### src/rtl/meas_sequencer.sv
// meas_sequencer
//   Measurement sequencer for the pulse-counting datapath. Selects the count
//   source (ADC or AVK), aligns to the 5 ms window tick, accumulates
//   per-window deltas of the free-running count_p/count_m over n_win windows
//   and publishes the latched result through a valid/ack handshake.
//
//   state    | meaning
//   ---------+------------------------------------------------------------
//   S_IDLE   | waiting for start; results and source select hold
//   S_ALIGN  | waiting for the first window tick to take the count base
//   S_SETTLE | discarding SETTLE_WIN windows after a channel switch
//   S_ACCUM  | accumulating window deltas, publishing every n_win windows
//
// Ports
//   clk, async_reset       12 MHz clock, async active-high reset
//   win_tick_i             one-clk pulse per window boundary
//   count_p_i, count_m_i   free-running counts (CNT_W)
//   start_i, abort_i       one-clk sequence control pulses (abort wins)
//   mode_i                 00 ADC, 01 AVK, 10 alternate, 11 as 00
//   n_win_i                windows per result, 0 treated as 1
//   cnt_choise_o           source select: 0 ADC, 1 AVK
//   busy_o                 high while not idle
//   res_valid_o, res_ack_i result handshake
//   res_chan_o, res_p_o, res_m_o  latched result
//   overrun_o              sticky: result overwritten before ack
module meas_sequencer #(
  parameter int CNT_W      = 24,
  parameter int ACC_W      = 32,
  parameter int SETTLE_WIN = 1
) (
  input  logic             clk,
  input  logic             async_reset,
  input  logic             win_tick_i,
  input  logic [CNT_W-1:0] count_p_i,
  input  logic [CNT_W-1:0] count_m_i,
  input  logic             start_i,
  input  logic             abort_i,
  input  logic [1:0]       mode_i,
  input  logic [7:0]       n_win_i,
  output logic             cnt_choise_o,
  output logic             busy_o,
  output logic             res_valid_o,
  output logic             res_chan_o,
  output logic [ACC_W-1:0] res_p_o,
  output logic [ACC_W-1:0] res_m_o,
  input  logic             res_ack_i,
  output logic             overrun_o
);

  typedef enum logic [1:0] {S_IDLE, S_ALIGN, S_SETTLE, S_ACCUM} state_t;

  localparam logic [3:0] SETTLE_N   = 4'(SETTLE_WIN);
  localparam bit         HAS_SETTLE = (SETTLE_WIN != 0);

  state_t state_q, state_d;

  logic             alt_q, alt_d;
  logic [7:0]       n_win_q, n_win_d;
  logic             cnt_choise_q, cnt_choise_d;
  logic [CNT_W-1:0] base_p_q, base_p_d, base_m_q, base_m_d;
  logic [ACC_W-1:0] acc_p_q, acc_p_d, acc_m_q, acc_m_d;
  logic [7:0]       win_cnt_q, win_cnt_d;
  logic [3:0]       settle_cnt_q, settle_cnt_d;
  logic             res_valid_q, res_valid_d;
  logic             res_chan_q, res_chan_d;
  logic [ACC_W-1:0] res_p_q, res_p_d, res_m_q, res_m_d;
  logic             overrun_q, overrun_d;

  logic go, tick_live, settle_tick, accum_tick, publish;
  logic win_last, settle_last;

  logic [CNT_W-1:0] delta_p, delta_m;
  logic [ACC_W:0]   sum_p, sum_m;
  logic [ACC_W-1:0] acc_p_next, acc_m_next;

  assign win_last    = (win_cnt_q + 8'd1) == n_win_q;
  assign settle_last = (settle_cnt_q + 4'd1) == SETTLE_N;

  // Modular difference handles counter wrap; the wider sum exposes the
  // carry used for saturation.
  assign delta_p    = count_p_i - base_p_q;
  assign delta_m    = count_m_i - base_m_q;
  assign sum_p      = {1'b0, acc_p_q} + {{(ACC_W + 1 - CNT_W){1'b0}}, delta_p};
  assign sum_m      = {1'b0, acc_m_q} + {{(ACC_W + 1 - CNT_W){1'b0}}, delta_m};
  assign acc_p_next = sum_p[ACC_W] ? '1 : sum_p[ACC_W-1:0];
  assign acc_m_next = sum_m[ACC_W] ? '1 : sum_m[ACC_W-1:0];

  // State register
  always_ff @(posedge clk or posedge async_reset) begin
    if (async_reset) state_q <= S_IDLE;
    else             state_q <= state_d;
  end

  // Next-state logic
  always_comb begin
    state_d = state_q;
    if (abort_i) begin
      state_d = S_IDLE;
    end else begin
      case (state_q)
        S_IDLE:   if (start_i) state_d = S_ALIGN;
        S_ALIGN:  if (win_tick_i) state_d = HAS_SETTLE ? S_SETTLE : S_ACCUM;
        S_SETTLE: if (win_tick_i && settle_last) state_d = S_ACCUM;
        S_ACCUM:  if (win_tick_i && win_last && alt_q && HAS_SETTLE) state_d = S_SETTLE;
        default:  state_d = S_IDLE;
      endcase
    end
  end

  // Output / strobe logic
  always_comb begin
    busy_o      = (state_q != S_IDLE);
    go          = (state_q == S_IDLE) && start_i && !abort_i;
    tick_live   = busy_o && win_tick_i && !abort_i;
    settle_tick = tick_live && (state_q == S_SETTLE);
    accum_tick  = tick_live && (state_q == S_ACCUM);
    publish     = accum_tick && win_last;
  end

  // Datapath next-state
  always_comb begin
    alt_d        = alt_q;
    n_win_d      = n_win_q;
    cnt_choise_d = cnt_choise_q;
    base_p_d     = base_p_q;
    base_m_d     = base_m_q;
    acc_p_d      = acc_p_q;
    acc_m_d      = acc_m_q;
    win_cnt_d    = win_cnt_q;
    settle_cnt_d = settle_cnt_q;
    res_valid_d  = res_valid_q;
    res_chan_d   = res_chan_q;
    res_p_d      = res_p_q;
    res_m_d      = res_m_q;
    overrun_d    = overrun_q;

    if (go) begin
      alt_d        = (mode_i == 2'b10);
      n_win_d      = (n_win_i == 8'd0) ? 8'd1 : n_win_i;
      cnt_choise_d = (mode_i == 2'b01);
      overrun_d    = 1'b0;
      acc_p_d      = '0;
      acc_m_d      = '0;
      win_cnt_d    = '0;
      settle_cnt_d = '0;
    end

    // Every live tick rebases, so each window contributes only its own delta.
    if (tick_live) begin
      base_p_d = count_p_i;
      base_m_d = count_m_i;
    end

    if (settle_tick) begin
      settle_cnt_d = settle_last ? 4'd0 : settle_cnt_q + 4'd1;
    end

    if (accum_tick) begin
      if (win_last) begin
        acc_p_d   = '0;
        acc_m_d   = '0;
        win_cnt_d = '0;
      end else begin
        acc_p_d   = acc_p_next;
        acc_m_d   = acc_m_next;
        win_cnt_d = win_cnt_q + 8'd1;
      end
    end

    // A publish coinciding with an ack keeps the new result valid.
    if (publish) begin
      res_p_d     = acc_p_next;
      res_m_d     = acc_m_next;
      res_chan_d  = cnt_choise_q;
      res_valid_d = 1'b1;
      if (res_valid_q && !res_ack_i) overrun_d = 1'b1;
      if (alt_q) cnt_choise_d = ~cnt_choise_q;
    end else if (res_ack_i) begin
      res_valid_d = 1'b0;
    end
  end

  always_ff @(posedge clk or posedge async_reset) begin
    if (async_reset) begin
      alt_q        <= 1'b0;
      n_win_q      <= 8'd0;
      cnt_choise_q <= 1'b0;
      base_p_q     <= '0;
      base_m_q     <= '0;
      acc_p_q      <= '0;
      acc_m_q      <= '0;
      win_cnt_q    <= '0;
      settle_cnt_q <= '0;
      res_valid_q  <= 1'b0;
      res_chan_q   <= 1'b0;
      res_p_q      <= '0;
      res_m_q      <= '0;
      overrun_q    <= 1'b0;
    end else begin
      alt_q        <= alt_d;
      n_win_q      <= n_win_d;
      cnt_choise_q <= cnt_choise_d;
      base_p_q     <= base_p_d;
      base_m_q     <= base_m_d;
      acc_p_q      <= acc_p_d;
      acc_m_q      <= acc_m_d;
      win_cnt_q    <= win_cnt_d;
      settle_cnt_q <= settle_cnt_d;
      res_valid_q  <= res_valid_d;
      res_chan_q   <= res_chan_d;
      res_p_q      <= res_p_d;
      res_m_q      <= res_m_d;
      overrun_q    <= overrun_d;
    end
  end

  assign cnt_choise_o = cnt_choise_q;
  assign res_valid_o  = res_valid_q;
  assign res_chan_o   = res_chan_q;
  assign res_p_o      = res_p_q;
  assign res_m_o      = res_m_q;
  assign overrun_o    = overrun_q;

endmodule

### config.mk
export PLATFORM = sky130hd
export DESIGN_NAME = meas_sequencer
export DESIGN_NICKNAME = d
export VERILOG_FILES = /design/src/rtl/meas_sequencer.sv
export SDC_FILE = /design/constraint.sdc
export NUM_CORES = 1
export LEC_CHECK = 0
export CORE_ASPECT_RATIO = 1.75
export CORE_MARGIN = 4
export CORE_UTILIZATION = 48
export DETAILED_ROUTE_END_ITERATION = 8
export PLACE_DENSITY = 0.69
export SKIP_CTS_REPAIR_TIMING = 1
export SYNTH_ARGS = -nofsm -noshare
export SYNTH_HDL_FRONTEND = slang
export SYNTH_SLANG_ARGS = --single-unit
### constraint.sdc
create_clock -name clk -period 8.49 [get_ports clk]
set_input_delay 1.2735 -clock clk [delete_from_list [all_inputs] [get_ports clk]]
set_output_delay 1.2735 -clock clk [all_outputs]
set_load 0.005 [all_outputs]
## After elaboration in Yosys (flattened, before gate mapping)

Cells that the tools add are included.

| word-level totals | value |
|---|---|
| flip-flop bits (word level) | 203 |
| input port bits | 64 |
| output and inout port bits | 69 |
| word-level logic and storage cells | 81 |

| cells by class | value |
|---|---|
| add/subtract/negate cells | 6 |
| equality and inequality tests | 11 |
| multiplexer cells | 28 |
| bitwise gates (word level) | 1 |
| reductions and logical operators | 20 |

Operators with widths:

| operator | number |
|---|---|
| 32-bit two-way mux | 7 |
| 32-bit by 24-bit adder with 33-bit output | 2 |
| 24-bit subtractor | 2 |
| 8-bit two-way mux | 4 |
| 4-bit two-way mux | 3 |
| 3-bit != test, second input constant | 4 |
| 1-bit logical AND | 11 |
| 2-bit two-way mux | 5 |
| 8-bit by 1-bit adder with 8-bit output, second input constant | 1 |
| 8-bit == test | 1 |
| 8-bit zero test | 1 |
| 1-bit two-way mux | 8 |
| 2-bit one-hot mux with 4 select lines | 1 |
| 2-bit nonzero test | 4 |
| 2-bit == test, second input constant | 3 |
| 4-bit by 1-bit adder with 4-bit output, second input constant | 1 |
| 2-bit by 1-bit == test with 1-bit output, second input constant | 2 |
| 4-bit by 1-bit == test with 1-bit output, second input constant | 1 |
| 4-bit AND reduction | 1 |
| 1-bit zero test | 2 |
| 2-bit zero test | 1 |
| 1-bit NOT | 1 |

## Logic depth before layout (Yosys ltp)

Gate-level depths: netlist of run 1.

| depth | value |
|---|---|
| depth in word-level cells | 7 |
| gate-level depth with buffers | 24 |
| mapped depth without buffers | 22 |

## Least setup slack after synthesis of run 1

No wires, ideal clock.

| path | value |
|---|---|
| kind | input to register |
| start point | input port count_m_i[7] |
| end point | register acc_m_q[2] |
| setup time | 0.118 ns |
| arrival | 5.198 ns |
| data required time | 8.372 ns |
| path slack | 3.174 ns |
| stages on the path | 21 |
| path buffers | 1 |
| cell sequence | ha_1 -> a21oi_1 -> a21boi_0 -> or4_1 -> o21ai_1 -> nor3_1 -> o311a_1 -> o21ai_0 -> nand2_1 -> xor2_1 -> ha_1 -> a21o_1 -> a21o_1 -> a21o_1 -> o21a_1 -> a31oi_2 -> nor2_1 -> nand2_1 -> clkbuf_1 -> a21oi_1 -> a21o_1 |

| between the ends | value |
|---|---|
| cells in the longest elaborated chain, start to end | 5 |

Ends and longest elaborated chain:

| item | RTL line | text |
|---|---|---|
| start: declaration | 35 | `input logic [CNT_W-1:0] count_m_i,` |
| 24-bit subtractor | 82 | `assign delta_m = count_m_i - base_m_q;` |
| 32-bit by 24-bit adder with 33-bit output | 84 | `assign sum_m = {1'b0, acc_m_q} + {{(ACC_W + 1 - CNT_W){1'b0}}, delta_m};` |
| 32-bit two-way mux | 86 | `assign acc_m_next = sum_m[ACC_W] ? '1 : sum_m[ACC_W-1:0];` |
| 32-bit two-way mux | 159 | `if (win_last) begin` |
| 32-bit two-way mux | 158 | `if (accum_tick) begin` |
| end signal: assignment | 206 | `acc_m_q <= acc_m_d;` |
| end: declaration | 61 | `logic [ACC_W-1:0] acc_p_q, acc_p_d, acc_m_q, acc_m_d;` |

No other way between the ends.
A chain may end at the register's enable or synchronous reset.

## Worst setup path in the final report of run 1

| path | value |
|---|---|
| start point | input port count_p_i[0] |
| end point | register acc_p_q[25] |

| between the ends | value |
|---|---|
| cells in the longest elaborated chain, start to end | 5 |

Ends and longest elaborated chain:

| item | RTL line | text |
|---|---|---|
| start: declaration | 34 | `input logic [CNT_W-1:0] count_p_i,` |
| 24-bit subtractor | 81 | `assign delta_p = count_p_i - base_p_q;` |
| 32-bit by 24-bit adder with 33-bit output | 83 | `assign sum_p = {1'b0, acc_p_q} + {{(ACC_W + 1 - CNT_W){1'b0}}, delta_p};` |
| 32-bit two-way mux | 85 | `assign acc_p_next = sum_p[ACC_W] ? '1 : sum_p[ACC_W-1:0];` |
| 32-bit two-way mux | 159 |  |
| 32-bit two-way mux | 158 |  |
| end signal: assignment | 205 | `acc_p_q <= acc_p_d;` |
| end: declaration | 61 |  |

No other way between the ends.

==> metrics.md, run 1 <==
| Metric | Value |
|---|---|
| Starting Density | 0.491 |
| Setup crit start kind | input pin |
| Final Wtd Congestion | 0.868 |
| Port Buffer Count | 132 |
| DR WL/cell | 16.2 um |
| Avg Synthesized Cell Area | 8.62 sq um |
| DRC | 0 |
| PwrDens | approximately 250 nW/um^2 |
| Die Y | around 230 um |
| Die width | about 130 um |
| Clock Skews | 0.0182 ns |
| Critical Path End Type | flop |
| Storage element area | 5080 sq um |
| Vias in the first global route | 11400 |
| CP max FO | 24 |
| Final global-route overflow total | 0 |
| Yosys warns | 0 |
| Cells on worst reg2reg path | 20 |
| Drt via density | 5.56 |
| Largest net degree at the start of global routing | 137 |
| Register bit total from synthesis | between 200 and 250 |
| Diode count | 0 |
| Final Cycle Share | 0.755 |
| Clock tree buffer depth | 3 |
| Post-synthesis async set-or-reset flop share | 1.00 |
| Synth Instances | 1525 |
| Netlist cell types | 70 |
| Max Cap Violations | 0 |
| Worst r2r src | base_p_q[2] |
| Synthesized Nets | 1694 |
| Max-slew violation count | 0 |
| Final setup margin | 2.08 ns |
| Core area | 26800 sq um |
| Reg2Reg Setup Slack | 2.95 ns |
| First-pass iteration count of the detailed router | 6 |
| Pleak | 0.00716 uW |
| CTS tree | done |
| Synth Flop Type | dfrtp_1 |
| Slew HR | 0.347 |
| VDD IR max | between 0.15 and 0.2 mV |
| Total CTS buffers | 22 |
| Layout cells sized above 1 | 0.0462 |
| Minimum clock period | 6.41 ns |
| Latest clock arrival within the worst-skew pair | 0.52 ns |
| Setup CP Type | in -> reg |
| Setup TNS | 0 ns |
| Final WL | 32.5 mm |
| P&R area growth vs syn | 18.1% |
| Total GRT Usage | 0.215 |
| Hpwl dp | 23.5 mm |
| Post-synth EDFFs | 0 |
| Initial DRC Count | 591 |
| Multi-input gate area | 7490 sq um |
| Sink Count | 203 |
| Root Driver | clkbuf_16 |
| Synthesized area | around 13000 sq um |
| Slew @ Worst Pin | 0.979 ns |
| DRT antenna net count | 0 |
| Hold_ws | 0.472 ns |
| Fin. Hold Viols | 0 |
| Worst min-delay path class | reg -> reg |
| Final nets | 1801 |
| Num rows | 79 |
| Antenna violations before repair | 0 |
| CP Capture Point | acc_p_q[25] |
| Reg-to-reg critical path endpoint | acc_p_q[25] |
| Outcome | complete, no violations |
| Sequential element share of the synthesized area | 0.387 |
| Vias | 11200 |
| WP data required | a little under 9 ns |
| Setup crit start | count_p_i[0] |
| # IOs | roughly 130 |
| CP arrival | 6.81 ns |
| H-Tree Level Count | 1 |
| Endpoints failing setup | 0 |
| # fillers | 2416 |
| Worst-path clk slew | 0.06 ns |
| Unrepaired setup endpoints after global routing | no |
| First-pass GRT wire length | 53.9 mm |
| Die area | between 30000 and 40000 sq um |
| Dpl ws | 1.61 ns |
| Maximum clock frequency | 0.156 GHz |
==> cell type report <==
class / count / share of cell area
multi-input combinational: 1180 / 0.483
tap: 364 / 0.0294
clock inverter: 10 / 0.0100
timing repair buffer: 142 / 0.0900
clock buffer: 28 / 0.0396
inverter: 83 / 0.0206
sequential: 203 / 0.327
==> worst min path at each step <==
| stage | start | cells past startpoint | slack, ns | end |
|---|---|---|---|---|
| global placement | res_p_o[24] | 2 | 0.46 | res_p_o[24] |
| finish | res_p_o[24] | 2 | 0.47 | res_p_o[24] |
| floorplan | acc_m_q[14] | 1 | 0.46 | acc_m_q[14] |
| CTS | res_p_o[24] | 2 | 0.48 | res_p_o[24] |
| detailed placement | res_p_o[24] | 2 | 0.47 | res_p_o[24] |
| global route | acc_m_q[7] | 1 | 0.50 | acc_m_q[7] |
==> registers in the layout, indices dropped and copies added (netlist names), 4 cells and up <==
register	cells
acc_m_q	32
acc_p_q	32
res_m_o	32
res_p_o	32
base_m_q	24
base_p_q	24
n_win_q	8
win_cnt_q	8
settle_cnt_q	4
==> power by group <==
part	total [uW]	internal, uW	switching [uW]
Sequential	1120	1070	49.5
Combinational	1700	709	994
Clock	1030	632	401
==> layout by cell type (no fill, tap or decap), types with 5 or more instances in the layout <==
cell	instances
a21oi_1	96
o21a_1	20
clkbuf_16	23
nor3_1	23
nand2_1	214
dfrtp_1	203
buf_4	10
inv_1	82
a211oi_1	8
a21boi_0	5
nor2_1	125
o21ai_0	181
ha_1	101
nor2b_1	13
o31ai_1	12
nand4_1	11
o21bai_1	14
and3_1	13
o2111ai_1	6
nand2b_1	11
or2_2	8
xnor2_1	71
clkdlybuf4s50_1	132
a21o_1	44
or3_1	8
nand3_1	30
and2_1	8
a31oi_1	32
a22o_1	16
xor2_1	31
nand3b_1	5
==> kinds of logic after synthesis <==
| family | share of synthesized area |
|---|---|
| buffers and inverters | 0.0444 |
| xor gates and xnor gates | 0.0680 |
| adders and majority gates | 0.102 |
| and+or+nand+nor | 0.164 |
| muxes | 0.00571 |
| AOI/OAI and AO/OA | 0.230 |
| DFF | 0.387 |
==> synthesized netlist by cell type, drive strengths merged, types with 17 or more instances <==
| cell | number | share of area |
|---|---|---|
| ha | 101 | 0.096 |
| nor3 | 24 | 0.0091 |
| a31oi | 34 | 0.017 |
| nand3 | 32 | 0.014 |
| inv | 83 | 0.024 |
| xor2 | 31 | 0.021 |
| buf | 17 | 0.0087 |
| xnor2 | 71 | 0.047 |
| nand2 | 214 | 0.061 |
| o21ai | 183 | 0.070 |
| a21oi | 96 | 0.037 |
| dfrtp | 203 | 0.39 |
| clkbuf | 42 | 0.012 |
| o21a | 20 | 0.011 |
| a21o | 45 | 0.026 |
| nor2 | 126 | 0.036 |
==> metal layers <==
layer	wire length (um)	global-route usage	up-vias
li1	-	-	5570
met1	12700	0.234	5348
met2	17600	0.416	200
met3	1160	0.0260	66
met4	1110	0.0862	0
met5	0	0	-
==> worst max-delay path: stages <==
cell and delay (ns):
clkdlybuf4s50_1 0.41, inv_1 0.06, ha_1 0.18, fa_1 0.23, nor2b_1 0.06, o21a_1 0.17, o21ai_0 0.22, a21oi_1 0.17
a2111oi_0 0.48, o21bai_1 0.25, a211o_1 0.31, a21oi_1 0.19, xnor2_1 0.11, ha_1 0.24, a21oi_1 0.19, o21ai_0 0.10
a21oi_1 0.28, nand3_1 0.11, o21ai_0 0.75, or2_2 0.56, o21ai_0 0.18, a22o_1 0.25
==> per-stage QoR <==
step	utilization	cells	area, sq um	power, uW
CTS	0.579	2010	15500	3880
detailed placement	0.550	1972	14700	2830
global placement	0.550	1972	14700	2800
global route	0.579	2010	15500	4150
finish	0.579	2010	15500	3860
floorplan	-	1525	13100	2450
No activity file was read; power rests on OpenSTA's default activity.
==> run 2: changes to the inputs <==
--- a/config.mk
+++ b/config.mk
@@ -9,7 +9,7 @@
 export CORE_MARGIN = 4
 export CORE_UTILIZATION = 48
 export DETAILED_ROUTE_END_ITERATION = 8
-export PLACE_DENSITY = 0.69
+export PLACE_DENSITY = 0.72
 export SKIP_CTS_REPAIR_TIMING = 1
 export SYNTH_ARGS = -nofsm -noshare
 export SYNTH_HDL_FRONTEND = slang
==> constraint.sdc (replaced) <==
create_clock -name clk -period 5.6 [get_ports clk]
set_input_delay 0.84 -clock clk [delete_from_list [all_inputs] [get_ports clk]]
set_output_delay 0.84 -clock clk [all_outputs]
set_load 0.005 [all_outputs]
==> run 2 against run 1 <==
Compared with the run above: via count rose by 1.5%; clock-buffer cell count rose by 1; sequential cell count did not move; sequential power rose by 51%; clock power rose by 33%; cell count rose by 3.1%; combinational power rose by 65%; routed wire length rose by 1.6%; sequential share of layout area fell by 0.90 points; largest cell class unchanged.
==> metrics.md, run 2 (synthesis results as in run 1) <==
| Metric | Value |
|---|---|
| Port Buffer Count | 132 |
| Starting Density | 0.491 |
| Max incr delay on CP | 0.47 ns |
| Total GRT Usage | 0.215 |
| Num rows | slightly below 80 |
| Final WL | 33.0 mm |
| Outcome | complete, no violations |
| Maximum clock frequency | 0.191 GHz |
| Largest net degree at the start of global routing | between 100 and 150 |
| Slew @ Worst Pin | ~1.3 ns |
| Drt via density | between 5 and 6 |
| WP data required | 5.94 ns |
| DRC | 0 |
| Final Wtd Congestion | 0.874 |
| DRT antenna net count | 0 |
| Critical Path End Type | flop |
| Final core utilization | 0.595 |
| Clock Skews | 0.0106 ns |
| Sink Count | 203 |
| Combinational Power Share | 0.478 |
| Buf/Inv on CP | 5 |
| H-Tree Level Count | 1 |
| VDD IR max | 0.275 mV |
| CP arrival | 5.58 ns |
| PwrDens | between 300 and 400 nW/um^2 |
| Switching share of power | 0.377 |
| Psw | 2220 uW |
| Diode count | 0 |
| Initial DRC Count | 591 |
| Pleak | 0.00746 uW |
| Most used cell along the critical path | buf_4 |
| Die Y | 227 um |
| DR WL/cell | 15.9 um |
| Cell family with most CP delay | compound AO/OA/AOI/OAI gates |
| Die area | approximately 30000 sq um |
| Die width | 133 um |
| P&R area growth vs syn | 21.4% |
| Unrepaired setup endpoints after global routing | no |
| Final global-route overflow total | 0 |
| Core area | 26800 sq um |
| CP cell instances | clkdlybuf4s50_1 -> inv_1 -> ha_1 -> fa_1 -> nor2b_1 -> o21a_1 -> o21ai_1 -> a21oi_1 -> a2111oi_1 -> buf_4 -> o21bai_1 -> a211o_1 -> a21oi_1 -> xnor2_1 -> ha_1 -> and2_1 -> a22o_1 -> a31o_2 -> buf_4 -> a311oi_1 -> o21ai_0 -> xnor2_1 -> buf_4 -> a31oi_1 |
| Fin. Hold Viols | 0 |
| Reg2Reg Setup Slack | around 0.83 ns |
| Max Cap Violations | 0 |
| Worst path slowest cell | clkdlybuf4s50_1 |
| Worst min-delay path class | reg -> reg |
| First-pass iteration count of the detailed router | 5 |
| Hold_ws | between 0.4 and 0.5 ns |
| Layout cells sized above 1 | 0.0819 |
| Commonest non-fill, non-tap cell in the layout | nand2_1 |
| First-pass GRT wire length | 53.9 mm |
| Worst-path clk slew | 0.06 ns |
| Clock tree buffer depth | 3 |
| Pwr Total | 5880 uW |
| Minimum clock period | 5.24 ns |
| # IOs | 133 |
| Final Cycle Share | 0.936 |
| Setup TNS | 0 ns |
| Vias in the first global route | 11500 |
| Worst r2r src | base_p_q[0] |
| Root Driver | clkbuf_16 |
| Hpwl dp | 24.1 mm |
| Most frequent cells in the layout | nand2_1, dfrtp_1, o21ai_0, clkdlybuf4s50_1, nor2_1 |
| Internal power component | 3660 uW |
| Reg power frac | 0.288 |
| Max-slew violation count | 0 |
| Clock share of power | 0.234 |
| CTS tree | done |
| Slew HR | 0.158 |
| Latest clock arrival within the worst-skew pair | 0.51 ns |
| Endpoints failing setup | 0 |
| Vias | roughly 11000 |
| Final nets | 1866 |
| CP max FO | 5 |
| Setup crit start kind | input pin |
| Setup crit start | count_p_i[0] |
| Setup CP Type | in -> reg |
| HP Start | res_m_o[0] |
| Total CTS buffers | 21 |
| Antenna violations before repair | 0 |
==> run 2: final timing paths <==
| kind | to | depth (start not counted) |
|---|---|---|
| max in group asynchronous | base_m_q[14] | 3 |
| worst min register to register | res_m_o[0] | 2 |
| worst max register to register | res_p_o[19] | 22 |
| min in group asynchronous | res_p_o[21] | 2 |
| worst max-delay path | res_p_o[19] | 24 |
| worst min-delay path | res_m_o[0] | 2 |
==> run 2: worst min-delay path, stage by stage, from the launching register on <==
cell and delay [ns]:
dfrtp_1 0.34, nand2_1 0.04, o21ai_0 0.06
==> run 2: power groups by stage <==
stage | Sequential (uW) | Clock (uW) | Combinational, uW
after detailed placement | 1720 | 0 | 2770
after global routing | 1710 | 1460 | 3140
after floorplan | 1700 | 0 | 2000
after global placement | 1720 | 0 | 2720
final | 1690 | 1370 | 2810
after CTS | 1700 | 1420 | 2800
==> run 2: layout make-up <==
class	instances	area [sq um]
clock inverter	6	55.1
inverter	83	315
timing repair buffer	208	1940
fill	2386	10800
sequential	203	5080
clock buffer	29	596
tap	364	455
multi-input combinational	1180	7510
==> run 2: per-layer routing <==
layer / wire, um / track usage / up-vias
met5: 0 / 0 / -
met4: 844 / 0.0738 / 0
met3: 1020 / 0.0222 / 61
met2: 18000 / 0.423 / 169
met1: 13100 / 0.237 / 5440
li1: - / - / 5682
==> run 2: metrics by stage <==
stage | std cells | area, sq um | setup WS [ns]
floorplan | 1525 | 13100 | 0.717
global placement | 2038 | 15300 | -0.118
detailed placement | 2038 | 15300 | -0.202
CTS | 2073 | 15900 | 0.322
global route | 2073 | 16000 | 0.0244
finish | 2073 | 16000 | 0.356
